**config.mk**
```make
export PLATFORM = sky130hd
export DESIGN_NAME = edfic_arbiter_pipe
export DESIGN_NICKNAME = d
export VERILOG_FILES = /design/src/rtl/edfic_pkg.sv /design/src/rtl/edfic_arb_level.sv /design/src/rtl/edfic_arbiter_pipe.sv
export SDC_FILE = /design/constraint.sdc
export NUM_CORES = 1
export LEC_CHECK = 0
export CAP_MARGIN = 40
export CELL_PAD_IN_SITES_DETAIL_PLACEMENT = 1
export CELL_PAD_IN_SITES_GLOBAL_PLACEMENT = 2
export CORE_UTILIZATION = 44
export CTS_BUF_LIST = sky130_fd_sc_hd__clkbuf_2
export CTS_CLUSTER_DIAMETER = 60
export DETAILED_ROUTE_END_ITERATION = 8
export DONT_BUFFER_PORTS = 1
export MAX_ROUTING_LAYER = met4
export PLACE_DENSITY_LB_ADDON = 0.05
export SYNTH_ARGS = -nofsm -noshare
export SYNTH_HDL_FRONTEND = slang
export SYNTH_HIERARCHICAL = 1
export SYNTH_SLANG_ARGS = --single-unit
```
**constraint.sdc**
```tcl
create_clock -name clk_i -period 6.43 [get_ports clk_i]
set_input_delay 0.643 -clock clk_i [delete_from_list [all_inputs] [get_ports clk_i]]
set_output_delay 0.643 -clock clk_i [all_outputs]
set_load 0.02 [all_outputs]
```
**src/rtl/edfic_pkg.sv**
```systemverilog
// Shared types and helpers for the pipelined EDFIC deadline arbiter.
// Node fields are sized for the widest supported configuration (PrioWidth <= 32, IdxWidth <= 16).
package edfic_pkg;

   localparam int PRIO_MAX_W = 32;
   localparam int IDX_MAX_W  = 16;

   typedef struct packed {
      logic [PRIO_MAX_W-1:0] prio;
      logic [IDX_MAX_W-1:0]  idx;
      logic                  valid;
   } node_t;

   typedef enum logic {
      SEL_A = 1'b0,
      SEL_B = 1'b1
   } sel_e;

   // Widens a width-bit priority to PRIO_MAX_W so one full-width compare serves every PrioWidth.
   function automatic logic [PRIO_MAX_W-1:0] prio_extend(
      input logic [PRIO_MAX_W-1:0] raw,
      input int unsigned           width,
      input logic                  is_signed
   );
      logic signed [PRIO_MAX_W-1:0] w_tmp;
      int unsigned                  w_sh;
      w_sh  = PRIO_MAX_W - width;
      w_tmp = raw << w_sh;
      if (is_signed) return w_tmp >>> w_sh;
      else           return w_tmp >> w_sh;
   endfunction

   // B wins only when valid and strictly more urgent; ties and double-invalid fall to A.
   function automatic sel_e node_sel(
      input node_t a,
      input node_t b,
      input logic  is_signed
   );
      logic w_a_gt_b;
      if (is_signed) w_a_gt_b = $signed(a.prio) > $signed(b.prio);
      else           w_a_gt_b = a.prio > b.prio;
      return (b.valid && (!a.valid || w_a_gt_b)) ? SEL_B : SEL_A;
   endfunction

endpackage

```
**src/rtl/edfic_arb_level.sv**
```systemverilog
// One tournament level: IN_N nodes reduced pairwise to IN_N/2 winners,
// optionally followed by a free-running register bank (no backpressure).
module edfic_arb_level
   import edfic_pkg::*;
#(
   parameter int IN_N        = 2,
   parameter bit PRIO_SIGNED = 1'b1,
   parameter bit REG_OUT     = 1'b0
) (
   input  logic                i_clk,
   input  logic                i_rst_n,
   input  logic                i_flush,
   input  node_t [IN_N-1:0]    i_nodes,
   output node_t [IN_N/2-1:0]  o_nodes
);

   localparam int OUT_N = IN_N / 2;

   node_t [OUT_N-1:0] w_win;

   always_comb begin
      w_win = '0;
      for (int k = 0; k < OUT_N; k++) begin
         if (node_sel(i_nodes[2*k], i_nodes[2*k+1], PRIO_SIGNED) == SEL_B)
            w_win[k] = i_nodes[2*k+1];
         else
            w_win[k] = i_nodes[2*k];
      end
   end

   generate
      if (REG_OUT) begin : g_reg
         node_t [OUT_N-1:0] w_next;
         node_t [OUT_N-1:0] r_nodes;

         always_comb begin
            w_next = w_win;
            for (int k = 0; k < OUT_N; k++) begin
               w_next[k].valid = w_win[k].valid & ~i_flush;
            end
         end

         always_ff @(posedge i_clk or negedge i_rst_n) begin
            if (!i_rst_n) r_nodes <= '0;
            else          r_nodes <= w_next;
         end

         assign o_nodes = r_nodes;
      end else begin : g_comb
         logic w_unused_ctl;
         assign w_unused_ctl = i_clk ^ i_rst_n ^ i_flush;
         assign o_nodes      = w_win;
      end
   endgenerate

endmodule

```
**src/rtl/edfic_arbiter_pipe.sv**
```systemverilog
// Pipelined deadline arbiter: binary tournament over NrInputs requests plus a valid/ready output register.
// Optional stall counter port stall_cnt_o is built when EDFIC_ARB_STALL_CNT_EN is defined.
module edfic_arbiter_pipe
   import edfic_pkg::*;
#(
   parameter int NrInputs   = 32,
   parameter int PrioWidth  = 8,
   parameter bit PrioSigned = 1'b1,
   parameter int RegEvery   = 2,
   localparam int IdxWidth  = (NrInputs > 2) ? $clog2(NrInputs) : 1,
   localparam int Levels    = $clog2(NrInputs),
   localparam int NrPad     = 1 << Levels,
   localparam int Latency   = (Levels + RegEvery - 1) / RegEvery
) (
   input  logic                          clk_i,
   input  logic                          rst_ni,
   input  logic                          flush_i,
   input  logic [NrInputs-1:0]           valid_i,
   input  logic [NrInputs*PrioWidth-1:0] prio_i,
   output logic                          out_valid_o,
   input  logic                          out_ready_i,
   output logic [PrioWidth-1:0]          out_prio_o,
   output logic [IdxWidth-1:0]           out_idx_o
`ifdef EDFIC_ARB_STALL_CNT_EN
   ,
   output logic [15:0]                   stall_cnt_o
`endif
);

   logic [NrPad-1:0]           w_valid_pad;
   logic [NrPad*PrioWidth-1:0] w_prio_pad;
   node_t [NrPad-1:0]          w_leaf;
   node_t                      w_tree;
   node_t                      r_out;
   logic                       w_load;
   logic                       w_unused_out;

   // Padding leaves are invalid, so they can never win against a real request.
   assign w_valid_pad = NrPad'(valid_i);
   assign w_prio_pad  = (NrPad*PrioWidth)'(prio_i);

   always_comb begin
      w_leaf = '0;
      for (int i = 0; i < NrPad; i++) begin
         w_leaf[i].valid = w_valid_pad[i];
         w_leaf[i].idx   = IDX_MAX_W'(i);
         w_leaf[i].prio  = prio_extend(PRIO_MAX_W'(w_prio_pad[i*PrioWidth +: PrioWidth]),
                                       PrioWidth, PrioSigned);
      end
   end

   generate
      for (genvar j = 0; j < Levels; j++) begin : g_lvl
         localparam int LVL_IN_N = NrPad >> j;
         localparam bit LVL_REG  = (((j + 1) % RegEvery) == 0) && (j < Levels - 1);

         node_t [LVL_IN_N-1:0]   w_in;
         node_t [LVL_IN_N/2-1:0] w_out;

         if (j == 0) begin : g_first
            assign w_in = w_leaf;
         end else begin : g_next
            assign w_in = g_lvl[j-1].w_out;
         end

         edfic_arb_level #(
            .IN_N        (LVL_IN_N),
            .PRIO_SIGNED (PrioSigned),
            .REG_OUT     (LVL_REG)
         ) u_level (
            .i_clk   (clk_i),
            .i_rst_n (rst_ni),
            .i_flush (flush_i),
            .i_nodes (w_in),
            .o_nodes (w_out)
         );
      end
   endgenerate

   assign w_tree = g_lvl[Levels-1].w_out[0];

   // Handshake: a transfer happens on out_valid_o && out_ready_i. The register
   // loads whenever it is empty or being consumed; otherwise the presented winner
   // stays frozen and tree results produced meanwhile are dropped (requests are
   // level-held upstream, so they are re-offered). flush_i overrides both.
   assign w_load = !r_out.valid || out_ready_i;

   always_ff @(posedge clk_i or negedge rst_ni) begin
      if (!rst_ni)      r_out       <= '0;
      else if (flush_i) r_out.valid <= 1'b0;
      else if (w_load)  r_out       <= w_tree;
   end

   assign out_valid_o  = r_out.valid;
   assign out_prio_o   = r_out.prio[PrioWidth-1:0];
   assign out_idx_o    = r_out.idx[IdxWidth-1:0];
   assign w_unused_out = ^r_out;

`ifdef EDFIC_ARB_STALL_CNT_EN
   logic [15:0] r_stall_cnt;

   always_ff @(posedge clk_i or negedge rst_ni) begin
      if (!rst_ni)
         r_stall_cnt <= '0;
      else if (flush_i || (r_out.valid && out_ready_i))
         r_stall_cnt <= '0;
      else if (r_out.valid && !out_ready_i && (r_stall_cnt != 16'hFFFF))
         r_stall_cnt <= r_stall_cnt + 16'd1;
   end

   assign stall_cnt_o = r_stall_cnt;
`endif

`ifndef SYNTHESIS
   a_out_stable : assert property (@(posedge clk_i) disable iff (!rst_ni)
      (out_valid_o && !out_ready_i && !flush_i) |=>
      (out_valid_o && $stable(out_prio_o) && $stable(out_idx_o)));
`endif

endmodule
```
==> impl_metrics.toml <==
[setup_path]
path_class = "flip-flop to flip-flop"
startpoint = "g_lvl[1].u_level/o_nodes[97]"
cp_data_required_time_ns = 7.55
setup.worst_path.end_class = "flip-flop"
ff2ff_setup_slack_ns = 0.50
crit_arrival_ns = 7.05
cp_max_fo = 10
startpoint_type = "flip-flop"
timing.rr.start = "g_lvl[1].u_level/o_nodes[97]"

[global_routing]
grt_start_max_net_pins = 395
grt_pass1_vias = 43860
antenna_found_initial = 7
overflow = 0
track_usage_pct = 27.0
grt_pass1_wl_um = 244000

[clock_tree]
cts_buffers = 115
clk_pin_slew_ns = 0.11
clock-root-buffer = "clkbuf_2"
clk_latency_ns = 1.28
post-cts-setup-buffer-count = 0
cts_buffer_depth = 3
cts_resized = 0
h-tree-depth = 3
postCtsHoldBufs = 367
cts.sink_count = 394
cts_tree = "yes"

[sta]
final.setup.tns_ns = 0
worst_slack_ns = 0.501
final-max-slew-violation-count = 77
final-setup-viol-count = 0
finClkSkew_ns = 0.118
holdWs_ns = -0.986
fmax_mhz = 169
slew_headroom_pct = -6.88
final_hold_viol_count = 394
rsz0062_at_grt = "no"
period_share_pct = 92.2
tightest_slew_ns = 1.60
period_minus_slack_ns = 5.93

[layout]
area_growth_pct = 13.4
final_cells = 7601
fillers = 13303
utilization_pct = 50.6
multi_input_area_mm2 = 0.0368
drive_gt1_share_pct = 22.2
fin_nets = 7280
register_area_mm2 = 0.00986

[logic_synthesis]
syn_area_per_cell_um2 = 9.40
synth.cell_area_mm2 = 0.0512
syn_inst = 5453
ys_warn_count = 6

[run]
cap_violations = 0

[outcome]
outcome = "finished, violations left"
violations = "negative hold slack, max-slew violations"

[detailed_routing]
totalWireLength_um = 155000
antenna_left = 0
drc = 0
firstDrtPassIters = 5
drt_iter0_markers = 1662
vias = 41386
avgRoutedWirePerCell_um = 20.3
viasPerCell = 5.44

[die]
num_rows = 124
die_h_um = 343
die_w_um = 343
dieArea_mm2 = 0.118
coreArea_mm2 = 0.115
io_pins = 306
initial_core_util_pct = 44.6

[placement]
dp.cells = 7010
hpwl_um = 113000
port-buffer-count = 0
finalWeightedCongestion = 0.870
dp_slack_ns = 0.503

[power]
powerDensity_mw_per_mm2 = 231
vdd_drop_max_uv = 171
p_leak_nw = 29.6

[hold_path]
hold_path_class = "primary input to async pin"
==> critical path, cell delays in order, from the launching register on <==
cell	delay, ns
dfrtp_1	0.39
inv_1	0.06
ha_1	0.35
and4_1	0.25
nand4_1	0.13
nor3_1	0.48
a41oi_1	0.28
a2bb2o_1	0.36
a221o_1	0.42
buf_4	0.25
mux2_2	0.33
ha_1	0.33
nand4_1	0.16
nor4b_2	0.36
nand3_1	0.15
o311ai_1	0.42
inv_1	0.14
a211oi_4	0.37
buf_4	0.25
mux2_1	0.37
==> stage by stage <==
step | total power [mW] | area [µm²]
after global placement | 10.7 | 53100
final | 13.4 | 58100
after global routing | 14.5 | 58100
after CTS | 13.5 | 57900
after detailed placement | 10.9 | 53100
after floorplan | 9.03 | 51800
==> area by class of cell <==
cell class | count | share of cell area [%]
antenna | 11 | 0.0474
clock buffer | 159 | 1.37
clock inverter | 40 | 0.403
inverter | 1031 | 6.66
multi-input combinational | 4008 | 63.4
sequential | 394 | 17.0
tap | 1512 | 3.25
timing repair buffer | 446 | 7.92
==> metal layers <==
metal	track usage [%]	wire, µm	vias up
met1	36.2	75300	20223
met4	6.42	2870	0
met2	42.3	69900	602
met5	-	0	-
li1	-	-	20381
met3	4.34	6590	180
==> registers in the layout, indices dropped and copies added, names as in the netlist <==
register	count
g_lvl.u_level/o_nodes	380
out_idx_o	5
out_prio_o	8
out_valid_o	1
==> power breakdown <==
part           switching (mW)  total [mW]  internal (mW)
combinational            3.82        7.55           3.72
clock                    1.25        2.01          0.763
sequential              0.712        3.85           3.14
==> cells in the final DEF, fill, tap and decap left out, drive strengths merged, types with 8 or more instances in the layout <==
cell,count
a2111oi,25
a211oi,33
a21o,73
a21oi,335
a221o,28
a31oi,18
a32oi,15
a41oi,8
and2,24
and3,14
buf,82
clkbuf,159
clkinv,35
conb,160
dfrtp,394
diode,11
dlygate4sd3,364
ha,992
inv,1034
mux2,1129
nand2,211
nand3,122
nand4,189
nand4b,12
nor2,115
nor2b,45
nor3,49
nor4,44
o211ai,53
o21a,8
o21ai,141
o221ai,10
o22ai,9
o31ai,21
or2,34
or3,11
==> final timing paths <==
| path | end | depth (start not counted) |
|---|---|---|
| min in group clk_i | g_lvl[1].u_level/o_nodes[316] | 3 |
| min | g_lvl[1].u_level/o_nodes[311] | 0 |
| max | g_lvl[3].u_level/o_nodes[32] | 19 |
| min reg2reg | g_lvl[3].u_level/o_nodes[2] | 2 |
| max reg2reg | g_lvl[3].u_level/o_nodes[32] | 19 |
| max in group asynchronous | g_lvl[1].u_level/o_nodes[34] | 0 |
No activity file was read; power rests on OpenSTA's default activity.
